--- config.mk ---
export PLATFORM = sky130hd
export DESIGN_NAME = muldiv_unit
export DESIGN_NICKNAME = d
export VERILOG_FILES = /design/src/rtl/muldiv_pkg.sv /design/src/rtl/muldiv_divider.sv /design/src/rtl/muldiv_unit.sv
export SDC_FILE = /design/constraint.sdc
export NUM_CORES = 2
export LEC_CHECK = 0
export CAP_MARGIN = 40
export CORE_ASPECT_RATIO = 1.25
export CORE_UTILIZATION = 39
export CTS_CLUSTER_DIAMETER = 40
export DETAILED_ROUTE_END_ITERATION = 10
export GPL_ROUTABILITY_DRIVEN = 0
export SYNTH_ARGS = -nofsm -noshare
export SYNTH_HDL_FRONTEND = slang
export SYNTH_HIERARCHICAL = 1
export SYNTH_SLANG_ARGS = --single-unit
--- constraint.sdc ---
create_clock -name clk -period 6.05 [get_ports clk]
set_input_delay 0.605 -clock clk [delete_from_list [all_inputs] [get_ports clk]]
set_output_delay 0.605 -clock clk [all_outputs]
set_load 0.01 [all_outputs]
--- src/rtl/muldiv_pkg.sv ---
// muldiv_pkg: shared op/state types and op-class predicates for the multiply/divide unit
package muldiv_pkg;
  typedef enum logic [3:0] {
    OP_MULT, OP_MULTU, OP_MUL, OP_MADD, OP_MADDU, OP_MSUB, OP_MSUBU, OP_DIV, OP_DIVU
  } muldiv_op_t;
  typedef enum logic [2:0] {S_IDLE, S_MUL, S_DIV, S_FIX, S_DONE} muldiv_state_t;
  function automatic logic is_signed(input muldiv_op_t op);
    return op inside {OP_MULT, OP_MUL, OP_MADD, OP_MSUB, OP_DIV};
  endfunction
  function automatic logic is_div(input muldiv_op_t op);
    return op inside {OP_DIV, OP_DIVU};
  endfunction
  function automatic logic is_madd(input muldiv_op_t op);
    return op inside {OP_MADD, OP_MADDU};
  endfunction
  function automatic logic is_msub(input muldiv_op_t op);
    return op inside {OP_MSUB, OP_MSUBU};
  endfunction
endpackage

--- src/rtl/muldiv_divider.sv ---
// muldiv_divider: iterative radix-2 restoring divider on unsigned magnitudes
module muldiv_divider #(
  parameter int WIDTH = 32
) (
  input  logic             clk,
  input  logic             resetn,
  input  logic             start,
  input  logic             abort,
  input  logic [WIDTH-1:0] dividend,
  input  logic [WIDTH-1:0] divisor,
  output logic             last,
  output logic [WIDTH-1:0] quo,
  output logic [WIDTH-1:0] rem
);
  localparam int CW = $clog2(WIDTH + 1);
  logic [CW-1:0] cnt;
  logic [WIDTH:0] trial;
  assign trial = {rem, quo[WIDTH-1]} - {1'b0, divisor};
  assign last = cnt == CW'(1);
  always_ff @(posedge clk or negedge resetn) begin
    if (!resetn) begin
      cnt <= '0;
      quo <= '0;
      rem <= '0;
    end else if (abort) begin
      cnt <= '0;
    end else if (start) begin
      cnt <= CW'(WIDTH);
      quo <= dividend;
      rem <= '0;
    end else if (cnt != '0) begin
      cnt <= cnt - 1'b1;
      rem <= trial[WIDTH] ? {rem[WIDTH-2:0], quo[WIDTH-1]} : trial[WIDTH-1:0];
      quo <= {quo[WIDTH-2:0], ~trial[WIDTH]};
    end
  end
endmodule

--- src/rtl/muldiv_unit.sv ---
// muldiv_unit: multi-cycle signed/unsigned multiply, multiply-accumulate and divide engine
module muldiv_unit import muldiv_pkg::*; #(
  parameter int WIDTH   = 32,
  parameter int MUL_LAT = 3
) (
  input  logic             clk,
  input  logic             resetn,
  input  logic             req,
  input  logic             flush,
  input  muldiv_op_t       op,
  input  logic [WIDTH-1:0] a,
  input  logic [WIDTH-1:0] b,
  input  logic [WIDTH-1:0] acc_hi,
  input  logic [WIDTH-1:0] acc_lo,
  output logic             busy,
  output logic             stall,
  output logic             done,
  output logic [WIDTH-1:0] hi,
  output logic [WIDTH-1:0] lo
);
  localparam logic [2:0] MC = 3'(MUL_LAT > 2 ? MUL_LAT - 3 : 0);
  muldiv_state_t state, state_n;
  muldiv_op_t op_q;
  logic [2:0] cnt;
  logic neg_q, rneg_q, dz_q, accept, last, sa;
  logic [WIDTH-1:0] a_q, abs_a, abs_b, quo, rem, quo_s, rem_s;
  logic [2*WIDTH-1:0] acc_q, prod_q, prod_s, res;
  assign sa = is_signed(op);
  assign abs_a = (sa && a[WIDTH-1]) ? -a : a;
  assign abs_b = (sa && b[WIDTH-1]) ? -b : b;
  assign accept = state == S_IDLE && req && !flush;
  assign busy = state != S_IDLE;
  assign done = state == S_DONE;
  assign stall = req & ~done & ~flush;
  muldiv_divider #(.WIDTH(WIDTH)) u_div (
    .clk     (clk),
    .resetn  (resetn),
    .start   (accept && is_div(op) && b != '0),
    .abort   (flush),
    .dividend(abs_a),
    .divisor (abs_b),
    .last    (last),
    .quo     (quo),
    .rem     (rem)
  );
  always_comb begin
    state_n = state;
    unique case (state)
      S_IDLE: if (accept) state_n = is_div(op) ? (b == '0 ? S_FIX : S_DIV) : (MUL_LAT == 2 ? S_FIX : S_MUL);
      S_MUL:  if (cnt == MC) state_n = S_FIX;
      S_DIV:  if (last) state_n = S_FIX;
      S_FIX:  state_n = S_DONE;
      S_DONE: state_n = S_IDLE;
      default: state_n = S_IDLE;
    endcase
    if (flush && state != S_DONE) state_n = S_IDLE;
  end
  always_ff @(posedge clk or negedge resetn) begin
    if (!resetn) state <= S_IDLE;
    else state <= state_n;
  end
  assign prod_s = neg_q ? -prod_q : prod_q;
  assign quo_s = neg_q ? -quo : quo;
  assign rem_s = rneg_q ? -rem : rem;
  assign res = is_div(op_q) ? (dz_q ? {a_q, {WIDTH{1'b1}}} : {rem_s, quo_s})
             : is_madd(op_q) ? acc_q + prod_s
             : is_msub(op_q) ? acc_q - prod_s
             : prod_s;
  always_ff @(posedge clk or negedge resetn) begin
    if (!resetn) begin
      op_q   <= OP_MULT;
      a_q    <= '0;
      acc_q  <= '0;
      prod_q <= '0;
      neg_q  <= 1'b0;
      rneg_q <= 1'b0;
      dz_q   <= 1'b0;
      cnt    <= '0;
      hi     <= '0;
      lo     <= '0;
    end else begin
      if (accept) begin
        op_q   <= op;
        a_q    <= a;
        acc_q  <= {acc_hi, acc_lo};
        prod_q <= {{WIDTH{1'b0}}, abs_a} * {{WIDTH{1'b0}}, abs_b};
        neg_q  <= sa & (a[WIDTH-1] ^ b[WIDTH-1]);
        rneg_q <= sa & a[WIDTH-1];
        dz_q   <= b == '0;
      end
      cnt <= (accept || flush) ? 3'd0 : state == S_MUL ? cnt + 3'd1 : cnt;
      if (state == S_FIX && !flush) {hi, lo} <= res;
    end
  end
endmodule

==> reports/metrics.yaml <==
yosys:
  synth_edf_count: 0
  synth_top_family_by_area: "adder cells"
  synth_compound_area_share_pct: 14.5
  ys_seq_area_share_pct: 13.0
  ys_warn_count: 6
  synth_largest_area_cell: "fa_1"
  synthTopCellsByArea: "fa_1 30%, dfrtp_1 13%, ha_1 9.1%"
  ys_seq_elements: 307
  syn_inst: 7078
  synthDistinctLibCells: 93
  synthMuxAreaShare_pct: 3.11
  synthFlopType: "dfrtp_1"
  synth_xor_area_share_pct: 4.70
  syn-num-nets: 8544
  synth_area_um2: 59200
  synth_top_area_share_pct: 30.4
  syn_avg_cell_area_um2: 8.36
  synth_simple_gate_area_share_pct: 15.6
  synthArstFlopShare_pct: 100
  synth-adder-area-share_pct: 39.5
routing:
  ant_nets: 0
  drc: 0
  drtIter0Drc: 5011
  vias: 56700
  post_drt_wl_per_cell_um: 22.4
  via_per_inst: 5.55
  drt-total-wl_um: 229000
  drt-pass1-iter-count: 6
cts:
  path_clk_slew_ps: 70
  clk_path_buf_depth: 3
  clk_latency_ps: 580
  cts_tree: "done"
  htreeDepth: 2
  cts_buffers: 36
  cts.sinks: 307
  cts_hold_buf: 0
  cts-root-buf: "clkbuf_16"
timing:
  setup_slack_ps: -2780
  setup_violations: 66
  finalCritPeriodShare_pct: 146
  skew_ps: 35.8
  hold_slack_ps: -14.9
  min_period_ps: 8830
  hold_viol: 6
  max_freq_ghz: 0.113
  worst_pin_slew_ps: 1000
  rsz0062_at_grt: "yes"
  slew_violations: 0
  slew_headroom_pct: 33.1
setup_path:
  path_depth: 41
  crit_type: "in2reg"
  endpoint_kind: "flip-flop"
  critPathMaxFanout: 5
  rrSetupSlack_ps: -270
  critPathSlowestCell: "fa_1"
  cp_top_family: "adder cells"
  crit_buf_inv: 15
  crit_top_cell: "fa_1"
  r2r_cells: 20
  critPathMaxStageDelay_ps: 570
  r2r_start: "prod_q[12]"
  crit_required_ps: 6480
  startpoint: "a[0]"
  arrival_ps: 9260
  crit_path_end: "prod_q[58]"
  critPathLaunchType: "input pin"
  r2r_end: "hi[31]"
finish:
  fillers: 13900
  fin_nets: 9628
  syn_to_final_growth_pct: 30.9
  drive_gt1_share_pct: 24.3
  final_cell_mix: "1040 x inv_1, 1019 x buf_4, 856 x fa_1"
  multiInputGateArea_um2: 49000
  seqCellArea_um2: 7690
  final_common_cell: "inv_1"
grt:
  grt_max_degree: 161
  overflow: 0
  antenna_found_initial: 8
  grt_usage_pct: 29.6
  grt_pass1_vias: 59000
  grt_pass1_wl_um: 347000
floorplan:
  core_um2: 150000
  rows: 159
  die_height_um: 437
  ios: 203
  die-area_um2: 153000
  start_util_pct: 39.3
  fp.dieW_um: 350
placement:
  pre_cts_slack_ps: -4150
  hpwl_um: 189000
  port_buffers: 202
status:
  violations: "hold timing, setup timing"
  status: "finished with violations"
worst_hold_path:
  hp-class: "in2async"
run:
  maxCapViolations: 0
Yosys cell counts (all sizes together) (29+ instances only):
library cell     n
a21o            80
inv           1102
o21ai          359
ha             431
a21oi          328
o22ai           40
buf             32
nor2           810
or4             35
or3             34
o31ai           73
mux2           117
dfrtp          307
nand2          833
nor4            53
xor2           119
o21a            29
nand2b          33
nand3           79
or2             29
mux2i           52
clkbuf         336
nor3            77
a221oi          45
nand4           41
o21bai          61
xnor2          196
o221ai          31
fa             899
cell families after synthesis:
kind of cell | after synthesis
xor+xnor | 315
fa+ha+maj | 1330
buf+inv | 1497
flops | 307
mux | 169
compound gates | 1322
simple gates | 2138
worst min path at each step:
stage,startpoint,end,slack (ps),depth (start not counted)
final,resetn,hi[26],-10,1
after global routing,resetn,hi[29],40,1
after CTS,resetn,hi[29],10,1
after detailed placement,a_q[23],a_q[23],470,2
after global placement,a_q[0],a_q[0],460,2
after floorplan,resetn,a_q[0],310,0
final cells by class:
class / instances / share of cell area, %
Clock inverter: 24 / 0.375
Tap cell: 2012 / 3.25
Antenna cell: 3 / 0.00969
Timing Repair Buffer: 1414 / 16.3
Multi-Input combinational cell: 5274 / 63.3
Inverter: 1129 / 5.55
Sequential cell: 307 / 9.92
Clock buffer: 42 / 1.25
flip-flops by register name, summed over array words and instances (netlist names):
signal	count
lo	32
prod_q	64
state	3
hi	32
cnt	3
op_q	4
neg_q	1
a_q	32
acc_q	64
u_div/quo	32
dz_q	1
rneg_q	1
u_div/cnt	6
u_div/rem	32
per-stage QoR:
| step | area, um2 | cells | hold WS, ps | setup TNS [ps] | utilization (%) |
|---|---|---|---|---|---|
| final | 77500 | 10200 | -14.9 | -120300 | 51.5 |
| after global routing | 77500 | 10200 | 43.4 | -134280 | 51.5 |
| after CTS | 76200 | 10200 | 11.9 | -115970 | 50.6 |
| after detailed placement | 72200 | 9996 | 468 | -192210 | 48.0 |
| after global placement | 72100 | 9990 | 463 | -187610 | 48.0 |
| after floorplan | 60100 | 7078 | 309 | -108660 | - |
layer usage:
layer / global-route usage [%] / part of all wire, % / vias to the layer above
li1: - / - / 25200
met1: 36.9 / 38 / 28000
met2: 49.4 / 47 / 2823
met3: 3.75 / 8.1 / 695
met4: 16.2 / 6.5 / 6
met5: 0 / 0.017 / -
timing repair:
action                     4_1_cts  5_1_grt
buffers inserted               112       37
cloned                           1        0
setup endpoints to repair       77       80
pin swaps                      203      146
gates resized for setup        441      269
Power is left out: the tool's default activity adds up to more than one toggle a clock period on the data nets, which glitch-free logic cannot reach.
